<file path="config.mk">
export PLATFORM = sky130hd
export DESIGN_NAME = uart_top
export DESIGN_NICKNAME = d
export VERILOG_FILES = /design/src/rtl/uart_pkg.sv /design/src/rtl/uart_fifo.sv /design/src/rtl/uart_top.sv
export SDC_FILE = /design/constraint.sdc
export NUM_CORES = 1
export LEC_CHECK = 0
export CAP_MARGIN = 0
export CORE_MARGIN = 3
export CORE_UTILIZATION = 60
export CTS_CLUSTER_DIAMETER = 80
export CTS_CLUSTER_SIZE = 8
export DETAILED_ROUTE_END_ITERATION = 10
export MAX_ROUTING_LAYER = met4
export PLACE_DENSITY = 0.91
export SYNTH_ARGS = -nofsm -noshare
export SYNTH_HDL_FRONTEND = slang
export SYNTH_SLANG_ARGS = --single-unit
export TNS_END_PERCENT = 100
</file>
<file path="constraint.sdc">
create_clock -name clk -period 5.6 [get_ports clk]
set_input_delay 0.56 -clock clk [delete_from_list [all_inputs] [get_ports clk]]
set_output_delay 0.56 -clock clk [all_outputs]
set_load 0.02 [all_outputs]
</file>
<file path="src/rtl/uart_pkg.sv">
// Shared constants and FSM state types for the UART peripheral.
// The PARITY states exist only when UART_PARITY_EN is defined.
package uart_pkg;

    localparam int unsigned W_DATA  = 8;
    localparam int unsigned W_DVSR  = 16;
    localparam int unsigned OVRSMPL = 16;

    typedef enum logic [2:0] {
        RxIdle,
        RxStart,
        RxData,
`ifdef UART_PARITY_EN
        RxParity,
`endif
        RxStop
    } rx_state_t;

    typedef enum logic [2:0] {
        TxIdle,
        TxStart,
        TxData,
`ifdef UART_PARITY_EN
        TxParity,
`endif
        TxStop
    } tx_state_t;

endpackage

</file>
<file path="src/rtl/uart_fifo.sv">
// First-word-fall-through FIFO with registered full/empty flags.
// Writes when full are dropped unless a read happens in the same cycle.
module uart_fifo #(
    parameter int unsigned W_DATA = 8,
    parameter int unsigned W_ADDR = 2
) (
    input  logic              clk,
    input  logic              rst_n,
    input  logic              rd,
    input  logic              wr,
    input  logic [W_DATA-1:0] w_data,
    output logic [W_DATA-1:0] r_data,
    output logic              empty,
    output logic              full
);
    import uart_pkg::*;

    localparam logic [W_ADDR-1:0] PTR_ONE = W_ADDR'(1);

    logic [W_DATA-1:0] mem [2**W_ADDR];
    logic [W_ADDR-1:0] w_ptr;
    logic [W_ADDR-1:0] r_ptr;
    logic              wr_en;
    logic              rd_en;

    assign wr_en  = wr && (!full || rd);
    assign rd_en  = rd && !empty;
    assign r_data = mem[r_ptr];

    always_ff @(posedge clk or negedge rst_n) begin
        if (!rst_n) begin
            for (int i = 0; i < 2**W_ADDR; i++) begin
                mem[i] <= '0;
            end
            w_ptr <= '0;
            r_ptr <= '0;
            empty <= 1'b1;
            full  <= 1'b0;
        end else begin
            if (wr_en) begin
                mem[w_ptr] <= w_data;
                w_ptr      <= w_ptr + PTR_ONE;
            end
            if (rd_en) begin
                r_ptr <= r_ptr + PTR_ONE;
            end
            case ({wr_en, rd_en})
                2'b10: begin
                    empty <= 1'b0;
                    full  <= (w_ptr + PTR_ONE == r_ptr);
                end
                2'b01: begin
                    full  <= 1'b0;
                    empty <= (r_ptr + PTR_ONE == w_ptr);
                end
                default: ;
            endcase
        end
    end

endmodule

</file>
<file path="src/rtl/uart_top.sv">
// Full-duplex UART: baud generator, 16x oversampling receiver, transmitter, Rx/Tx FIFOs.
// Define UART_PARITY_EN for 8E1 framing; otherwise frames are 8N1 and parity_error is 0.
module uart_top #(
    parameter int unsigned W_DATA = uart_pkg::W_DATA,
    parameter int unsigned W_DVSR = uart_pkg::W_DVSR,
    parameter int unsigned W_ADDR = 2
) (
    input  logic              clk,
    input  logic              rst_n,
    input  logic [W_DVSR-1:0] dvsr,
    input  logic              Rx_din,
    input  logic              rd_uart,
    input  logic              wr_uart,
    input  logic [W_DATA-1:0] wr_data,
    output logic [W_DATA-1:0] rd_data,
    output logic              Tx_dout,
    output logic              Rx_full,
    output logic              Rx_empty,
    output logic              Tx_full,
    output logic              parity_error,
    output logic              framing_error
);
    import uart_pkg::*;

    localparam int unsigned       W_CNT   = $clog2(W_DATA);
    localparam logic [3:0]        S_MID   = 4'(OVRSMPL / 2 - 1);
    localparam logic [3:0]        S_END   = 4'(OVRSMPL - 1);
    localparam logic [W_CNT-1:0]  N_END   = W_CNT'(W_DATA - 1);
    localparam logic [W_CNT-1:0]  N_ONE   = W_CNT'(1);
    localparam logic [W_DVSR:0]   CNT_ONE = (W_DVSR + 1)'(1);

    // Baud generator: tick every 2*dvsr clocks, every clock when dvsr is 0
    logic [W_DVSR:0] baud_cnt;
    logic [W_DVSR:0] baud_lim;
    logic            tick;

    assign baud_lim = {dvsr, 1'b0} - CNT_ONE;
    assign tick     = (dvsr == '0) || (baud_cnt >= baud_lim);

    always_ff @(posedge clk or negedge rst_n) begin
        if (!rst_n) begin
            baud_cnt <= '0;
        end else begin
            baud_cnt <= tick ? '0 : baud_cnt + CNT_ONE;
        end
    end

    // Receiver
    rx_state_t         rx_state;
    logic [3:0]        rx_s;
    logic [W_CNT-1:0]  rx_n;
    logic [W_DATA-1:0] rx_shift;
    logic              rx_push;
`ifdef UART_PARITY_EN
    logic              rx_par;
`endif

    always_ff @(posedge clk or negedge rst_n) begin
        if (!rst_n) begin
            rx_state      <= RxIdle;
            rx_s          <= '0;
            rx_n          <= '0;
            rx_shift      <= '0;
            rx_push       <= 1'b0;
            framing_error <= 1'b0;
`ifdef UART_PARITY_EN
            rx_par        <= 1'b0;
            parity_error  <= 1'b0;
`endif
        end else begin
            rx_push <= 1'b0;
            unique case (rx_state)
                RxIdle: begin
                    if (!Rx_din) begin
                        rx_state <= RxStart;
                        rx_s     <= '0;
                    end
                end
                RxStart: begin
                    if (tick) begin
                        if (rx_s == S_MID) begin
                            // Line back high at mid-start: treat as a glitch
                            rx_state <= Rx_din ? RxIdle : RxData;
                            rx_s     <= '0;
                            rx_n     <= '0;
                        end else begin
                            rx_s <= rx_s + 4'd1;
                        end
                    end
                end
                RxData: begin
                    if (tick) begin
                        if (rx_s == S_END) begin
                            rx_s     <= '0;
                            rx_shift <= {Rx_din, rx_shift[W_DATA-1:1]};
                            if (rx_n == N_END) begin
`ifdef UART_PARITY_EN
                                rx_state <= RxParity;
`else
                                rx_state <= RxStop;
`endif
                            end else begin
                                rx_n <= rx_n + N_ONE;
                            end
                        end else begin
                            rx_s <= rx_s + 4'd1;
                        end
                    end
                end
`ifdef UART_PARITY_EN
                RxParity: begin
                    if (tick) begin
                        if (rx_s == S_END) begin
                            rx_s     <= '0;
                            rx_par   <= Rx_din;
                            rx_state <= RxStop;
                        end else begin
                            rx_s <= rx_s + 4'd1;
                        end
                    end
                end
`endif
                RxStop: begin
                    if (tick) begin
                        if (rx_s == S_END) begin
                            rx_state      <= RxIdle;
                            rx_push       <= 1'b1;
                            framing_error <= !Rx_din;
`ifdef UART_PARITY_EN
                            parity_error  <= (^rx_shift) != rx_par;
`endif
                        end else begin
                            rx_s <= rx_s + 4'd1;
                        end
                    end
                end
                default: rx_state <= RxIdle;
            endcase
        end
    end

`ifndef UART_PARITY_EN
    assign parity_error = 1'b0;
`endif

    uart_fifo #(
        .W_DATA(W_DATA),
        .W_ADDR(W_ADDR)
    ) u_rx_fifo (
        .clk   (clk),
        .rst_n (rst_n),
        .rd    (rd_uart),
        .wr    (rx_push),
        .w_data(rx_shift),
        .r_data(rd_data),
        .empty (Rx_empty),
        .full  (Rx_full)
    );

    // Transmitter
    tx_state_t         tx_state;
    logic [3:0]        tx_s;
    logic [W_CNT-1:0]  tx_n;
    logic [W_DATA-1:0] tx_shift;
    logic [W_DATA-1:0] tx_head;
    logic              tx_empty;
    logic              tx_pop;
`ifdef UART_PARITY_EN
    logic              tx_par;
`endif

    // Loads are tick-aligned so every bit lasts exactly 16 ticks; a queued word
    // follows the stop bit with no idle gap.
    assign tx_pop = tick && !tx_empty &&
                    ((tx_state == TxIdle) || ((tx_state == TxStop) && (tx_s == S_END)));

    always_ff @(posedge clk or negedge rst_n) begin
        if (!rst_n) begin
            tx_state <= TxIdle;
            tx_s     <= '0;
            tx_n     <= '0;
            tx_shift <= '0;
            Tx_dout  <= 1'b1;
`ifdef UART_PARITY_EN
            tx_par   <= 1'b0;
`endif
        end else if (tx_pop) begin
            tx_state <= TxStart;
            tx_s     <= '0;
            tx_shift <= tx_head;
            Tx_dout  <= 1'b0;
`ifdef UART_PARITY_EN
            tx_par   <= ^tx_head;
`endif
        end else begin
            unique case (tx_state)
                TxIdle: Tx_dout <= 1'b1;
                TxStart: begin
                    if (tick) begin
                        if (tx_s == S_END) begin
                            tx_s     <= '0;
                            tx_n     <= '0;
                            tx_state <= TxData;
                            Tx_dout  <= tx_shift[0];
                        end else begin
                            tx_s <= tx_s + 4'd1;
                        end
                    end
                end
                TxData: begin
                    if (tick) begin
                        if (tx_s == S_END) begin
                            tx_s <= '0;
                            if (tx_n == N_END) begin
`ifdef UART_PARITY_EN
                                tx_state <= TxParity;
                                Tx_dout  <= tx_par;
`else
                                tx_state <= TxStop;
                                Tx_dout  <= 1'b1;
`endif
                            end else begin
                                tx_n     <= tx_n + N_ONE;
                                tx_shift <= tx_shift >> 1;
                                Tx_dout  <= tx_shift[1];
                            end
                        end else begin
                            tx_s <= tx_s + 4'd1;
                        end
                    end
                end
`ifdef UART_PARITY_EN
                TxParity: begin
                    if (tick) begin
                        if (tx_s == S_END) begin
                            tx_s     <= '0;
                            tx_state <= TxStop;
                            Tx_dout  <= 1'b1;
                        end else begin
                            tx_s <= tx_s + 4'd1;
                        end
                    end
                end
`endif
                TxStop: begin
                    if (tick) begin
                        if (tx_s == S_END) begin
                            tx_state <= TxIdle;
                        end else begin
                            tx_s <= tx_s + 4'd1;
                        end
                    end
                end
                default: tx_state <= TxIdle;
            endcase
        end
    end

    uart_fifo #(
        .W_DATA(W_DATA),
        .W_ADDR(W_ADDR)
    ) u_tx_fifo (
        .clk   (clk),
        .rst_n (rst_n),
        .rd    (tx_pop),
        .wr    (wr_uart),
        .w_data(wr_data),
        .r_data(tx_head),
        .empty (tx_empty),
        .full  (Tx_full)
    );

endmodule

</file>
Word level (Yosys, flattened, before mapping)
Index checks and enable logic that the tools add are counted.
Cells by class
  $add $sub $neg: 10
  mux-type cells: 75
  bitwise gates (word level): 5
  order comparisons: 7
  reductions and logical operators: 42
  eq/ne operators: 45
Operators with widths (count)
  $mux W8: 11
  $mux W3: 24
  $bwmux W32: 2
  $mux W4: 12
  $bmux W8 S2: 2
  $demux W8 S2: 2
  $ne A2 B2 Y1 const B: 15
  $pmux W3 S4: 2
  $ne A3 B2 Y1 const B: 7
  $add A17 B1 Y17 const B: 1
  $ge A17 B17 Y1: 1
  $mux W17: 1
  $sub A17 B1 Y17 const B: 1
  $logic_not A16 Y1: 1
  $pmux W4 S4: 1
  $reduce_and A8 Y1: 2
  $reduce_bool A2 Y1: 7
  $eq A3 B2 Y1 const B: 4
  $ge A3 B3 Y1 const B: 4
  $not A2 Y3: 4
  $pmux W3 S2: 2
  $reduce_and A6 Y1: 2
  $logic_and A1 B1 Y1: 9
  $mux W1: 9
  other kinds (28): 58
Word-level totals
  word-level logic and storage cells: 212
  output and inout bits: 14
  input bits: 29
  bits in registers: 132

Depth between registers and ports, before layout
  word-level depth: 9
  gate-level depth with buffers: 18
  depth with buffers taken out: 17

Cells and area by module
A second synthesis with hierarchy kept.
Second synthesis, totals
  cell total of the unflattened synthesis: 575
  area total of the unflattened synthesis: 7003.0 um2
Modules (own cells, without submodules)
  uart_fifo: instances 2, area an instance 1803.0 um2, cells each 112
  uart_top: instances 1, area an instance 3397.0 um2, cells each 351

Worst setup path after synthesis
OpenSTA, ideal clock, no wires.
  path kind: input port to flip-flop
  start point: input dvsr[0]
  end point: register u_tx_fifo.full
  stages on the path: 17
  path buffers: 1
  path slack: 1.421 ns
  required time: 5.490 ns
  library setup time: 0.110 ns
  arrival: 4.069 ns
  cell sequence: inv_1 ha_1 or4b_4 nor4_4 nand2_1 nor4_1 xnor2_1 ha_1 nand4_1 nor4_1 o21ai_0 a41o_1 buf_6 a21boi_4 inv_1 ha_1 o41ai_1
On the way
  longest elaborated chain between the ends: 9
  elaborated cells between the ends (all ways): 13
Ends and longest elaborated chain
  start, declared: RTL line uart_top.sv:10  | input logic [W_DVSR-1:0] dvsr,
  $sub A17 B1 Y17: RTL line uart_top.sv:37  | assign baud_lim = {dvsr, 1'b0} - CNT_ONE;
  $ge A17 B17 Y1: RTL line uart_top.sv:38  | assign tick = (dvsr == '0) || (baud_cnt >= baud_lim);
  $logic_or A1 B1 Y1 *: RTL line uart_top.sv:38
  $logic_and A1 B1 Y1 * (2 in a row): RTL line uart_top.sv:174  | assign tx_pop = tick && !tx_empty &&
  $logic_or A1 B1 Y1: RTL line uart_fifo.sv:26  | assign wr_en = wr && (!full || rd);
  $logic_and A1 B1 Y1: RTL line uart_fifo.sv:26
  $eq A2 B1 Y1 / $eq A2 B2 Y1 (equally long branches): RTL line uart_fifo.sv:47  | case ({wr_en, rd_en})
  $pmux W1 S2 / $reduce_bool A2 Y1 (equally long branches)
  end signal, assigned: RTL line uart_fifo.sv:50  | full <= (w_ptr + PTR_ONE == r_ptr);
  end, declared: RTL line uart_fifo.sv:14  | output logic full
Mark *: on every way between the ends. The rest lies on a longest branch, timed or not.
A chain may end at the register's enable or synchronous reset.

Worst setup path after layout
  start point: input dvsr[0]
  end point: register rx_s[2]
On the way
  longest elaborated chain between the ends: 5
  elaborated cells between the ends (all ways): 8
Ends and longest elaborated chain
  $sub A17 B1 Y17: RTL line uart_top.sv:37
  $ge A17 B17 Y1: RTL line uart_top.sv:38
  $logic_or A1 B1 Y1 *: RTL line uart_top.sv:38
  $ne A2 B2 Y1 (no line)
  $reduce_and A6 Y1 (no line) *
  end signal, assigned: RTL line uart_top.sv:87  | rx_s <= rx_s + 4'd1;
  end signal, assigned: RTL line uart_top.sv:106  | rx_s <= rx_s + 4'd1;
  end signal, assigned: RTL line uart_top.sv:133  | rx_s <= rx_s + 4'd1;
  end, declared: RTL line uart_top.sv:50  | logic [3:0] rx_s;
Marked as above.

==> impl_results.md <==
* Status: finished, final reports clean
* Fraction of layout cells with a size suffix above 1 at 0.211
* CP Class: primary input to flop
* Crit path capture: rx_s[2]
* Commonest non-fill, non-tap cell in the layout: dfrtp_1
* CP max FO at 15
* Number of antenna violations at the first check in global routing at 0
* FP Rows at 38
* Cells after Synth at 586
* Port buffer count at 41
* Sequential area share after synthesis at 0.475
* # DRC at 0
* Crit path from: dvsr[0]
* Cell Pwr Density at 384 mW/mm2
* Syn_area_per_cell at 11.7 um2
* Clk sinks at 130
* Simple-gate share of the synthesized area at 0.107
* WP data required at 5.84 ns
* Largest family of logic cells by synthesized area: multiplexers
* Die Ht at 113 um
* Clock root cell: clkbuf_16
* R2R depth at 8
* I/O pins at 43
* Final core area utilization at 0.733
* Post-Synthesis Cell Area at 0.00685 mm2
* Drt pass-1 iters at 5
* Number of global-route vias before repair at 5267
* Vias per cell at 6.12
* DRT antenna net count at 0
* Max stage delay cell, worst path: a21boi_0
* Starting density of the core at 0.624
* Tightest Pin Transition at 0.963 ns
* DRT Wirelength at 14.9 mm
* All-Layer GR Usage at 0.257
* Largest net degree at the start of global routing at 78
* Max Cap Violations at 0
* Fmax at 0.195 GHz
* Worst-case clock buffer depth at 2
* VDD IR max at 444 uV
* Vias post-DR at 4830
* TritonCTS clock tree: yes
* Crit path cell chain: clkdlybuf4s50_1, inv_1, ha_1, or4b_4, nor4_4, nand2_1, nor4_1, xnor2_1, ha_1, o21ai_0, nor2_1, a41oi_1, nand4_1, a21boi_0, or2_2, o311ai_0
* Adder-Cell Fraction of Synth Area at 0.0694
* Startpoint Class: primary input
* Minimum clock period at 5.13 ns
* H-tree depth at 4
* Syn_nets at 653
* Top_reg_cell synth: dfrtp_1
* Most frequent cells in the layout: dfrtp_1, mux2_2, nand2_1
* # resized after CTS at 0
* Core footprint at 0.0110 mm2
* Final-report max-slew violation count at 0
* Clk_skew at 0.00942 ns
* R2R Setup Slk at 2.13 ns
* Yosys reg bits at 130
* Die area at 0.0127 mm2
* RSZ-0062 raised after global routing: no
* Compound-gate portion of the synthesized area at 0.0792
* Final setup vio count at 0
* Post-synth EDFFs at 0
* Drt first-iter violations at 384
* Reg2reg start: baud_cnt[14]
* Final Hold Viols at 0
* Hold WC Path Type: primary input to async pin
* Placer Congestion at 0.984
* HPWL Detailed at 9.94 mm
* CP Data Arrival Time at 5.37 ns
* Synth Area in XOR/XNOR at 0.0524
* Clk slew on worst S/H paths at 0.06 ns
* Wire length per cell at 18.9 um
* Most used cell, CP: ha_1
* Area grow syn2layout at 17.5%
* Async SR Flop Fraction at 1.00
* Reg2reg end: rx_s[2]
* GR Overflow Total at 0
* Hold Buf Count CTS at 0
* First-pass GRT wire length at 25.2 mm
* Crit share post-route at 0.916
* Post-CTS Setup Inserts at 0
* Number of buffers created by CTS at 17
* Clk Latency, worst-skew pair at 0.42 ns
* Post-synthesis mux area share at 0.190
* Net count, final at 703
* Static leakage at 0.00372 uW
* Yosys warns at 0
* Yosys cell types at 58
* Post-route design area at 0.00806 mm2
* Setup TNS Final at 0 ns
* Die Wd at 113 um
* Antenna cells at 0
* Largest stage delay on the critical path at 0.77 ns
* Area after DPL at 0.00740 mm2
* Rel. slew slack at 0.358
* Critical Path Sink Type: flop
[worst min path at each step]
stage | to | slack, ns
after floorplan | baud_cnt[0] | 0.26
after global placement | u_rx_fifo.empty | 0.47
after detailed placement | tx_shift[5] | 0.48
after CTS | baud_cnt[3] | 0.32
after global routing | baud_cnt[1] | 0.33
final | baud_cnt[0] | 0.29
[registers in the layout, indices dropped and copies added, names as in the netlist, 3 cells and up]
name           count
rx_shift           8
u_tx_fifo.mem     32
rx_n               3
u_rx_fifo.mem     32
tx_s               4
rx_s               4
baud_cnt          17
tx_n               3
tx_shift           8
[synthesized netlist by cell type, drive strengths merged (4+ instances only)]
cell type  number  share of area
a21oi          14          0.010
and3            9         0.0082
buf             5         0.0046
clkbuf          9         0.0049
dfrtp         127           0.46
ha             38          0.069
inv            30          0.016
mux2           74           0.12
mux2i          11          0.016
mux4           16          0.053
nand2          53          0.030
nand2b          4         0.0037
nand3          16          0.012
nand4           5         0.0046
nor2           39          0.021
nor3            6         0.0044
nor4            6         0.0077
o21ai          30          0.022
o2bb2ai         4         0.0051
xnor2          25          0.032
xor2           16          0.020
[through the flow]
stage	total power (uW)	std cells	setup slack, ns	hold slack [ns]
finish	3100	789	0.469	0.288
global placement	1810	757	0.683	0.470
detailed placement	1870	757	0.324	0.484
floorplan	1670	586	1.42	0.264
global route	3240	789	0.00184	0.334
CTS	3110	789	0.650	0.318
[logic make-up (layout without fill, tap and decap cells)]
family | Yosys count | count (layout)
AO/OA/AOI/OAI | 80 | 80
XOR/XNOR | 41 | 41
adder cells (fa/ha/maj) | 38 | 38
buffers and inverters | 44 | 107
flip-flops | 130 | 130
multiplexers | 101 | 101
other | 1 | 1
AND/OR/NAND/NOR | 151 | 151
[power by group]
part | internal (uW) | switching (uW) | total (uW)
clock network | 824 | 401 | 1220
registers | 1120 | 174 | 1290
logic | 322 | 258 | 580
[layer usage]
layer / GRT usage / wire length (um) / vias up
li1: - / - / 2200
met1: 0.291 / 5900 / 2431
met2: 0.436 / 7900 / 148
met3: 0.0727 / 686 / 51
met4: 0.0938 / 423 / 0
met5: - / 0 / -
[worst max-delay path, delay by kind of cell]
family / cells / cell delay (ns)
buffers and inverters: 2 / 0.56
AOI/OAI and AO/OA: 4 / 1.51
adders and majority gates: 2 / 0.46
xor gates and xnor gates: 1 / 0.17
and+or+nand+nor: 7 / 2.10
[cell type report]
type,count,area (um2)
Clock inverter,9,176
Inverter,30,113
Clock buffer,23,478
Sequential cell,130,3260
Fill cell,674,2930
Tap cell,140,175
Multi-Input combinational cell,412,3420
Timing Repair Buffer,45,438
No activity file was read; power rests on OpenSTA's default activity.
